--- src/rtl/ex_mul_unit.sv ---
// Iterative 32x32 unsigned shift-and-add multiplier for the EX stage.
// Detects R-type MUL/MULHU, stalls the front end while iterating, then emits a one-cycle result.
module ex_mul_unit #(
    parameter int DATA_W = 32,
    parameter int CNT_W  = 6
) (
    input  logic              clk_i,
    input  logic              rst_n_i,
    input  logic              flush_i,
    input  logic              RegWrite_i,
    input  logic [1:0]        ALUOp_i,
    input  logic [9:0]        funct_i,
    input  logic [DATA_W-1:0] rs1_data_i,
    input  logic [DATA_W-1:0] rs2_data_i,
    input  logic [4:0]        rd_addr_i,
    output logic              stall_o,
    output logic              result_valid_o,
    output logic [DATA_W-1:0] result_o,
    output logic [4:0]        rd_addr_o,
    output logic              busy_o
);

    typedef enum logic [1:0] {
        ST_IDLE,
        ST_BUSY,
        ST_DONE
    } state_e;

    localparam logic [CNT_W-1:0] LAST_CNT = CNT_W'(DATA_W - 1);

    state_e                state_q,  state_d;
    logic [2*DATA_W-1:0]   mcand_q,  mcand_d;
    logic [DATA_W-1:0]     mplier_q, mplier_d;
    logic [2*DATA_W-1:0]   acc_q,    acc_d;
    logic [CNT_W-1:0]      count_q,  count_d;
    logic                  hi_sel_q, hi_sel_d;
    logic [4:0]            rd_q,     rd_d;
    logic [DATA_W-1:0]     result_q, result_d;
    logic [4:0]            rd_out_q, rd_out_d;

    logic                  is_mul;
    logic [2*DATA_W-1:0]   acc_sum;

    assign is_mul = RegWrite_i && (ALUOp_i == 2'b10) && (funct_i[9:3] == 7'b0000001)
                    && ((funct_i[2:0] == 3'b000) || (funct_i[2:0] == 3'b011));

    // Partial product for the current multiplier bit; also feeds the final result on the last step.
    assign acc_sum = acc_q + (mplier_q[0] ? mcand_q : '0);

    // NOTE: every variable gets a hold default first so no path through the case infers a latch.
    always_comb begin
        state_d  = state_q;
        mcand_d  = mcand_q;
        mplier_d = mplier_q;
        acc_d    = acc_q;
        count_d  = count_q;
        hi_sel_d = hi_sel_q;
        rd_d     = rd_q;
        result_d = result_q;
        rd_out_d = rd_out_q;

        if (flush_i) begin
            state_d = ST_IDLE;
        end else begin
            unique case (state_q)
                ST_IDLE: begin
                    if (is_mul) begin
                        state_d  = ST_BUSY;
                        mcand_d  = {{DATA_W{1'b0}}, rs1_data_i};
                        mplier_d = rs2_data_i;
                        acc_d    = '0;
                        count_d  = '0;
                        hi_sel_d = funct_i[1];
                        rd_d     = rd_addr_i;
                    end
                end
                ST_BUSY: begin
                    acc_d    = acc_sum;
                    mcand_d  = mcand_q << 1;
                    mplier_d = mplier_q >> 1;
                    count_d  = count_q + CNT_W'(1);
                    if (count_q == LAST_CNT) begin
                        state_d  = ST_DONE;
                        result_d = hi_sel_q ? acc_sum[2*DATA_W-1:DATA_W] : acc_sum[DATA_W-1:0];
                        rd_out_d = rd_q;
                    end
                end
                ST_DONE: begin
                    // ID/EX still holds the completing instruction here, so is_mul is ignored.
                    state_d = ST_IDLE;
                end
                default: state_d = ST_IDLE;
            endcase
        end
    end

    // NOTE: sequential state uses non-blocking assignments so all flops update together on the edge.
    always_ff @(posedge clk_i or negedge rst_n_i) begin
        if (!rst_n_i) begin
            state_q  <= ST_IDLE;
            mcand_q  <= '0;
            mplier_q <= '0;
            acc_q    <= '0;
            count_q  <= '0;
            hi_sel_q <= 1'b0;
            rd_q     <= '0;
            result_q <= '0;
            rd_out_q <= '0;
        end else begin
            state_q  <= state_d;
            mcand_q  <= mcand_d;
            mplier_q <= mplier_d;
            acc_q    <= acc_d;
            count_q  <= count_d;
            hi_sel_q <= hi_sel_d;
            rd_q     <= rd_d;
            result_q <= result_d;
            rd_out_q <= rd_out_d;
        end
    end

    // Reset gating keeps the front end free while reset is held even if ID/EX shows a multiply.
    assign stall_o        = rst_n_i && !flush_i
                            && (((state_q == ST_IDLE) && is_mul) || (state_q == ST_BUSY));
    assign result_valid_o = (state_q == ST_DONE) && !flush_i;
    assign busy_o         = (state_q != ST_IDLE);
    assign result_o       = result_q;
    assign rd_addr_o      = rd_out_q;

endmodule
--- config.mk ---
export PLATFORM = sky130hd
export DESIGN_NAME = ex_mul_unit
export DESIGN_NICKNAME = d
export VERILOG_FILES = /design/src/rtl/ex_mul_unit.sv
export SDC_FILE = /design/constraint.sdc
export NUM_CORES = 1
export LEC_CHECK = 0
export BUFFER_PORTS_ARGS = -buffer_cell sky130_fd_sc_hd__buf_2
export CAP_MARGIN = 0
export CORE_ASPECT_RATIO = 0.9
export CORE_MARGIN = 2
export CORE_UTILIZATION = 65
export CTS_CLUSTER_DIAMETER = 30
export DETAILED_ROUTE_END_ITERATION = 16
export GPL_ROUTABILITY_DRIVEN = 0
export PLACE_DENSITY_LB_ADDON = 0.12
export SLEW_MARGIN = 25
export SYNTH_ARGS = -nofsm -noshare
export SYNTH_HDL_FRONTEND = slang
export SYNTH_SLANG_ARGS = --single-unit
--- constraint.sdc ---
create_clock -name clk_i -period 8.4 [get_ports clk_i]
set_clock_uncertainty 0.2 [all_clocks]
set_input_delay 0.42 -clock clk_i [delete_from_list [all_inputs] [get_ports clk_i]]
set_output_delay 0.42 -clock clk_i [all_outputs]
set_load 0.02 [all_outputs]
## Yosys cells after proc, flatten, opt, wreduce, memory -nomap -nowiden

Index checks and enable logic that the tools add are counted.

- Logic and storage cells: 53
- Input bits: 85
- Flip-flop bits (word level): 211
- Output and inout port bits: 40

- Multiplexer cells: 14
- Reductions and logical operators: 18
- Eq/ne operators: 9
- Add/sub/neg operators: 2
- Bitwise gates (word level): 1

Operators with widths:

| cell | number |
|---|---|
| one-hot mux 64 bit (2 select lines) | 2 |
| two-way mux 64 bit | 3 |
| adder 64 bit | 1 |
| two-way mux 32 bit | 2 |
| one-hot mux 32 bit (2 select lines) | 1 |
| one-hot mux 6 bit (2 select lines) | 1 |
| AND reduction 3 bit | 3 |
| == test 7 x 1 -> 1 bit (second input constant) | 1 |
| logical AND 1 bit | 7 |
| adder 6 x 1 -> 6 bit (second input constant) | 1 |
| == test 6 x 5 -> 1 bit (second input constant) | 1 |
| two-way mux 2 bit | 3 |
| two-way mux 6 bit | 1 |
| inequality test 3 bit (second input constant) | 2 |
| == test 2 bit (second input constant) | 2 |
| one-hot mux 2 bit (2 select lines) | 1 |
| nonzero test 2 bit | 2 |
| == test 3 x 2 -> 1 bit (second input constant) | 1 |
| logical NOT 3 bit | 1 |
| == test 2 x 1 -> 1 bit (second input constant) | 1 |
| logical NOT 2 bit | 1 |
| logical OR 1 bit | 2 |
| inequality test 2 bit (second input constant) | 1 |
| AND reduction 2 bit | 1 |
| 2 further kinds | 2 |

## Logic depth before layout (Yosys ltp)

Gate-level depths: netlist (run 1).

- Depth after elaboration: 7
- Mapped depth: 15

## Worst setup path before layout (run 1)

No wires, ideal clock.

- Path type: register -> register
- From: register mplier_q[0]
- To: register acc_q[61]
- Slack: 5024 ps
- Stages on the path, launching flop included: 15
- Data required time: 8078 ps
- Buffers on the path: 3
- Setup time: 122 ps
- Arrival: 3055 ps
- Cells stage by stage: dfrtp_1 clkbuf_1 clkbuf_1 and2_1 ha_1 buf_2 and4_1 and2_1 a221oi_2 nand2b_1 a21oi_1 nor2_2 a211oi_1 or4_1 a32o_1

- Word-level cells in the longest chain between the ends: 3

RTL lines:

| item | line | RTL |
|---|---|---|
| from (decl) | 33 | `logic [DATA_W-1:0] mplier_q, mplier_d;` |
| from (signal assigned) | 112 | `mplier_q <= mplier_d;` |
| two-way mux 64 bit | 48 | `assign acc_sum = acc_q + (mplier_q[0] ? mcand_q : '0);` |
| adder 64 bit | 48 |  |
| one-hot mux 64 bit (2 select lines) | 65 | `unique case (state_q)` |
| to (signal assigned) | 103 | `acc_q <= '0;` |
| to (signal assigned) | 113 | `acc_q <= acc_d;` |
| to (decl) | 34 | `logic [2*DATA_W-1:0] acc_q, acc_d;` |

Every way passes these cells.
A chain may end at the register's enable or synchronous reset.

## Final worst setup path (run 1)

- From: register mplier_q[0]
- To: register result_q[5] (netlist: result_o[5])

- Word-level cells in the longest chain between the ends: 3

RTL lines:

| item | line | RTL |
|---|---|---|
| two-way mux 64 bit | 48 |  |
| adder 64 bit | 48 |  |
| two-way mux 32 bit | 84 | `result_d = hi_sel_q ? acc_sum[2*DATA_W-1:DATA_W] : acc_sum[DATA_W-1:0];` |
| to (signal assigned) | 117 | `result_q <= result_d;` |
| to (decl) | 38 | `logic [DATA_W-1:0] result_q, result_d;` |

Every way passes these cells.

==> metrics.txt, run 1 <==
unrepaired setup endpoints after global routing=no; wire length of the first global-routing pass=65500 um; Die Footprint=21600 um^2; result of the run=complete, no violations; final total negative setup slack=0 ns; Critical Path Sink Type=register; Nets=1786; Yosys cell types=77; initial drt markers=1321; Vias/cell=6.66; Mapped Area=13300 um^2; maximum ir drop on the vdd rail=0.168 mV; Core Rows=49; number of enable-type register cells in the synthesized netlist=0; xor and xnor fraction of the mapped netlist area=3.95%; initial core utilization=66.3%; clock sink count=211; maximum operating frequency=0.235 GHz; core outline area=20000 um^2; number of optimization iterations in the first detailed-route pass=8; Die Span Y=140 um; most area-consuming cells after synthesis=dfrtp_1, ha_1, nand2_1; final hold violation count=0; Filler Cell Count=1300; Data required, critical path=8.61 ns; compound-gate portion of the synthesized area=24.7%; Worst Path Arrival=4.47 ns; ys async rst share=100%; clock-pin slew on the worst setup and hold paths=0.05 ns; clock network latency to the later pin of the worst-skew pair=0.54 ns; type of origin of the critical path=register; CTS tree=yes; half-perimeter wire length of the detailed placement result=27000 um; headroom to the max-slew limit=34.2%; Adder-Cell Fraction of Synth Area=6.17%; fraction of power consumed by the clock network=57.7%; simple-gate portion of the synthesized area=18.3%; maximum fanout along the worst path=62; proportion of power drawn by combinational gates=8.2%; syn_nets=1662; mux contribution to synthesized area=3.52%; number of vias in the routed layout=12800; number of antenna violations at the first check in global routing=1; biggest area consumer among synthesized cells=dfrtp_1; number of global-route vias before repair=12300; final setup violating endpoints=0; type of the worst setup path=register to register; Total Wirelength=40800 um; gr ovfl total=0; number of remaining DRC errors=0; fraction of layout cells with a size suffix above 1=16.0%; count of mapped cells out of synthesis=1512; number of synthesized register bits=211; most frequent standard cell in the layout excluding fill and tap cells=dfrtp_1; proportion of total power due to net switching=24.7%; commonest non-fill, non-tap cells in the layout=dfrtp_1, nand2_1, buf_2; yosys warns=0; part of the Yosys area used for sequential elements=39.7%; width of the chip=155 um; sw power=764 uW; global router's overall resource usage=37.7%; residual antenna-violating net count after detailed routing=0; area share of the largest cell type after synthesis=39.7%; mean area per synthesized cell=8.79 um^2; Top Ports=125; number of clock buffers inserted by TritonCTS=43; quantity of I/O buffers inserted on ports=124; CTS-repair resized insts=0; commonest register cell after synthesis=dfrtp_1; Register-to-Register Path Depth=12; Internal Power=2330 uW; Hold Path Cell Cnt=3; combinational family with the most area after synthesis=compound AO/OA/AOI/OAI gates; Pwr per Cell Area=194 nW/um^2; pin count of the biggest net entering global routing=149; min-delay worst type=input pin to register; leakage power total=0.00752 uW; CTS H-tree lvls=2; buffer levels on the longest clock path=3; relative contribution of sequential cells to total power=34.1%; cell chosen for the clock root=clkbuf_16; maximum capacitance violations=0; number of slew-limit violations in the final report=0; Util after Layout=79.7%; DR WL/cell=21.2 um; transition at the pin with the smallest max-transition slack=0.984 ns; post-layout minimum cycle time=4.26 ns; Area Growth Syn to Fin=20.1%; fraction of the cycle the final worst path needs=50.7%
-- metrics by stage --
stage	instances	setup WS, ns	cell area (um^2)	power, uW	hold WS, ns
after floorplan	1512	5.02	13300	1200	-0.0756
after global placement	1801	4.39	14000	1290	0.191
after detailed placement	1801	4.34	14000	1300	0.195
after CTS	1926	4.29	16000	3090	0.000923
after global routing	1926	3.87	16000	3170	0.0280
final	1928	4.14	16000	3090	0.00552
-- final timing paths --
path	start	slack (ns)	end
min in group asynchronous	rst_n_i	0.23	mcand_q[44]
min	rs2_data_i[23]	0.006	mplier_q[23]
max	mplier_q[0]	4.14	result_o[5]
max in group asynchronous	rst_n_i	6.57	acc_q[38]
min reg2reg	rd_q[1]	0.26	rd_addr_o[1]
max reg2reg	mplier_q[0]	4.14	result_o[5]
-- flip-flops by register name, indices dropped and copies added (netlist names) --
register and cells:
mplier_q 32, hi_sel_q 1, state_q 2, acc_q 64, rd_q 5, mcand_q 64
result_o 32, rd_addr_o 5, count_q 6
-- logic make-up (layout without fill, tap and decap cells) --
kind of cell / count (synthesis) / count (layout)
AOI/OAI and AO/OA: 494 / 494
xor gates and xnor gates: 60 / 60
adders and majority gates: 65 / 65
buffers and inverters: 126 / 285
DFF: 211 / 211
muxes: 45 / 45
other: 0 / 2
and+or+nand+nor: 511 / 511
-- routing by layer --
layer	vias to the layer above	part of all wire [%]	track usage, %
met5	-	0	0
met2	787	44	57.5
met4	0	4.7	16.8
met3	153	10	7.60
li1	5737	-	-
met1	6163	41	52.5
-- cell usage after synthesis, types with 4 or more instances --
master	instances
dfrtp_1	211
nand2_1	203
a21oi_1	115
o21ai_0	114
nor2_1	93
a22oi_1	82
clkbuf_1	81
and2_1	67
ha_1	64
nand3_1	44
a21o_1	39
xnor2_1	38
mux2i_1	31
nand4_1	31
a22o_1	26
xor2_1	22
inv_1	20
o21bai_1	19
nor3_1	17
buf_2	15
mux2_2	14
and3_1	11
o21ai_1	11
a31oi_1	10
o21a_1	8
o221ai_1	8
or2_2	8
or3_1	8
buf_1	6
nand2b_1	6
o211ai_1	6
a21boi_0	5
and4_1	5
o31ai_1	5
a221o_1	4
nor2b_1	4
-- power by group through the flow --
stage / logic (uW) / registers, uW / clock network [uW]
after floorplan: 137 / 1060 / 0
after global placement: 223 / 1070 / 0
after detailed placement: 228 / 1070 / 0
after CTS: 247 / 1050 / 1790
after global routing: 275 / 1060 / 1840
final: 254 / 1050 / 1780
-- worst max-delay path, stage by stage, from the launching register on --
cell and delay (ns):
dfrtp_1 0.41, buf_4 0.49, and2_1 0.22, ha_1 0.29
a21oi_1 0.23, o21ai_0 0.19, a221oi_2 0.40, o31ai_2 0.18
a21boi_0 0.61, o31ai_1 0.18, xnor2_1 0.26, mux2i_1 0.14
mux2_2 0.29
-- cell type report --
cell class,instances,area (um^2),share of cell area [%]
Tap cell,255,319,2.00
Clock inverter,28,349,2.19
Clock buffer,52,1180,7.39
Sequential cell,211,5280,33.1
Inverter,23,86.3,0.540
Timing Repair Buffer,182,1190,7.46
Antenna cell,2,5.00,0.0313
Multi-Input combinational cell,1175,7560,47.3
-- repair_timing --
item / 4_1_cts / 5_1_grt
setup buffers: 0 / 0
hold buffers: 45 / 0
endpoints found under the hold margin: 107 / 0
Power figures use the tool's default switching activity.
==> run 2: changes to the inputs <==
--- a/config.mk
+++ b/config.mk
@@ -9,7 +9,7 @@
 export CAP_MARGIN = 0
 export CORE_ASPECT_RATIO = 0.9
 export CORE_MARGIN = 2
-export CORE_UTILIZATION = 65
+export CORE_UTILIZATION = 55
 export CTS_CLUSTER_DIAMETER = 30
 export DETAILED_ROUTE_END_ITERATION = 16
 export GPL_ROUTABILITY_DRIVEN = 0
==> constraint.sdc (replaced) <==
create_clock -name clk_i -period 3.7 [get_ports clk_i]
set_clock_uncertainty 0.2 [all_clocks]
set_input_delay 0.185 -clock clk_i [delete_from_list [all_inputs] [get_ports clk_i]]
set_output_delay 0.185 -clock clk_i [all_outputs]
set_load 0.02 [all_outputs]
==> run 2 against run 1 <==
Die area increased by 18%; power increased by 140%; largest power group unchanged; clock power increased by 150%; first-iteration DRC count increased by 4.8%; maximum frequency increased by 18%; final cell count increased by 8.2%; critical path depth increased by 2; critical endpoint is now acc_q[49]; register-to-register slack got worse by 4.0 ns; sequential share of layout area decreased by 2.6 points; combinational power increased to 2.6 times the previous value.
==> metrics.txt, run 2 (synthesis results as in run 1) <==
Area Growth Syn to Fin=30.3% (was 20.1%); fraction of layout cells with a size suffix above 1=21.1% (was 16.0%); headroom to the max-slew limit=37.3% (was 34.2%); Pwr per Cell Area=432 nW/um^2 (was 194 nW/um^2); number of slew-limit violations in the final report=0 (unchanged); commonest non-fill, non-tap cells in the layout=dfrtp_1, nand2_1, buf_2 (unchanged); post-layout total power=7480 uW (was 3090 uW); fraction of the cycle the final worst path needs=97.5% (was 50.7%); DR WL/cell=20.7 um (was 21.2 um); Data required, critical path=3.91 ns (was 8.61 ns); result of the run=complete, no violations (unchanged); flop-to-flop setup slack=0.09 ns (was 4.14 ns); gr ovfl total=0 (unchanged); number of optimization iterations in the first detailed-route pass=6 (was 8); number of global-route vias before repair=12700 (was 12300); global router's overall resource usage=33.8% (was 37.7%); delay of the slowest cell on the worst path=0.44 ns (was 0.61 ns); half-perimeter wire length of the detailed placement result=29200 um (was 27000 um); cell-by-cell listing of the critical path=buf_12, and2_1, ha_1, and4_2, and2_1, a221oi_4, nand2b_4, a21oi_1, nor2_2, buf_4, nand2_4, buf_4, a211o_1, a32o_1 (was buf_4, and2_1, ha_1, a21oi_1, o21ai_0, a221oi_2, o31ai_2, a21boi_0, o31ai_1, xnor2_1, mux2i_1, mux2_2); Reg area=5280 um^2 (about the same); Total Wirelength=43300 um (was 40800 um); multi-input gate area in the final layout=7780 um^2 (was 7560 um^2); number of vias in the routed layout=13100 (was 12800); wire length of the first global-routing pass=68000 um (was 65500 um); leakage power total=0.00819 uW (was 0.00752 uW); CP bufs+invs=3 (was 1); Internal Power=5690 uW (was 2330 uW); number of clock buffers inserted by TritonCTS=48 (was 43); cell chosen for the clock root=clkbuf_16 (unchanged); post-layout minimum cycle time=3.61 ns (was 4.26 ns); relative contribution of sequential cells to total power=32.0% (was 34.1%); FF-to-FF Start=mplier_q[0] (unchanged); Nets=1896 (was 1786); cell area reported after detailed placement=14600 um^2 (was 14000 um^2); sw power=1790 uW (was 764 uW); Register-to-Register Path Depth=14 (was 12); biggest regs=acc_q: 64 flops, mcand_q: 64 flops (unchanged); fraction of power consumed by the clock network=59.1% (was 57.7%); maximum operating frequency=0.277 GHz (was 0.235 GHz); CTS tree=yes (unchanged); Die Span Y=152 um (was 140 um); type of the worst setup path=register to register (unchanged); quantity of I/O buffers inserted on ports=124 (unchanged); Vias/cell=6.27 (was 6.66); clock sink count=211 (unchanged); Core Rows=53 (was 49); Die Footprint=25400 um^2 (was 21600 um^2); core outline area=23500 um^2 (was 20000 um^2); most frequent standard cell in the layout excluding fill and tap cells=dfrtp_1 (unchanged); number of remaining DRC errors=0 (unchanged); final hold violation count=0 (unchanged); number of antenna violations at the first check in global routing=0 (was 1); family of cells with the greatest summed delay on the critical path=simple AND/OR/NAND/NOR gates (was compound AO/OA/AOI/OAI gates); clock-pin slew on the worst setup and hold paths=0.05 ns (about the same); unrepaired setup endpoints after global routing=yes (was no); Critical Path Sink Type=register (unchanged); post-route standard cell area excluding fillers=17300 um^2 (was 16000 um^2); maximum capacitance violations=0 (unchanged); Util after Layout=73.6% (was 79.7%); Cell Count Post-Placement=1920 (was 1801); clock network latency to the later pin of the worst-skew pair=0.54 ns (about the same); pin count of the biggest net entering global routing=102 (was 149); worst flop-to-flop path endpoint=acc_q[49] (was result_o[5]); final setup violating endpoints=0 (unchanged); type of origin of the critical path=register (unchanged); residual antenna-violating net count after detailed routing=0 (unchanged); initial core utilization=56.5% (was 66.3%); initial drt markers=1385 (was 1321); maximum ir drop on the vdd rail=0.431 mV (was 0.168 mV); worst hold slack=0.0386 ns (was 0.00552 ns); count of non-filler cells in the finished layout=2087 (was 1928); buffer levels on the longest clock path=3 (unchanged); CTS H-tree lvls=2 (unchanged); proportion of total power due to net switching=23.9% (was 24.7%); Worst Path Arrival=3.82 ns (was 4.47 ns); width of the chip=168 um (was 155 um); maximum fanout along the worst path=29 (was 62); Top Ports=125 (unchanged); proportion of power drawn by combinational gates=8.9% (was 8.2%); min-delay worst type=input pin to async pin (was input pin to register); slowest cell on the critical path=dfrtp_2 (was a21boi_0); transition at the pin with the smallest max-transition slack=0.941 ns (was 0.984 ns); Filler Cell Count=1724 (was 1300)
==> run 2: what timing repair did <==
item / in CTS / in global routing
setup endpoints to repair: 1 / 50
hold buffers: 72 / 0
resized for setup: 1 / 42
buffers inserted: 0 / 6
hold endpoints to repair: 159 / 0
pin swaps: 0 / 15
==> run 2: final cells by class <==
class,instances,share of cell area [%]
multi-input combinational,1175,44.9
timing repair buffer,287,12.1
antenna,1,0.0144
sequential,211,30.5
tap,302,2.18
clock buffer,61,7.56
inverter,23,0.498
clock inverter,27,2.23
==> run 2: power groups by stage <==
stage | Clock, uW | Combinational (uW) | Sequential [uW]
final | 4420 | 668 | 2400
after global routing | 4580 | 719 | 2400
after CTS | 4450 | 639 | 2390
after detailed placement | 0 | 575 | 2430
after global placement | 0 | 568 | 2430
after floorplan | 0 | 311 | 2420
==> run 2: per-stage QoR <==
| step | setup WS (ns) | TNS (ns) |
|---|---|---|
| 2_1_floorplan | 0.324 | 0 |
| 3_5_place_dp | 0.000423 | 0 |
| 3_3_place_gp | 0.0533 | 0 |
| 5_1_grt | -0.0307 | -0.121 |
| 4_1_cts | 0.0122 | 0 |
| 6_report | 0.0918 | 0 |
==> run 2: worst max path at each step <==
stage                           start           end  slack [ns]  cells past startpoint
after floorplan           mplier_q[0]     acc_q[61]        0.32                     14
after global placement    mplier_q[0]  result_o[21]        0.05                     13
after detailed placement  mplier_q[0]  result_o[21]      0.0004                     13
after CTS                 mplier_q[0]  result_o[12]        0.01                     13
after global routing      mplier_q[0]  result_o[17]       -0.03                     15
final                     mplier_q[0]     acc_q[49]        0.09                     14
==> run 2: per-layer routing <==
layer	global-route usage (%)	routed length, um	vias up
met3	6.49	3400	148
met4	14.7	1880	0
met2	54.5	20100	638
met5	0	0	-
met1	44.8	17900	6323
li1	-	-	5971
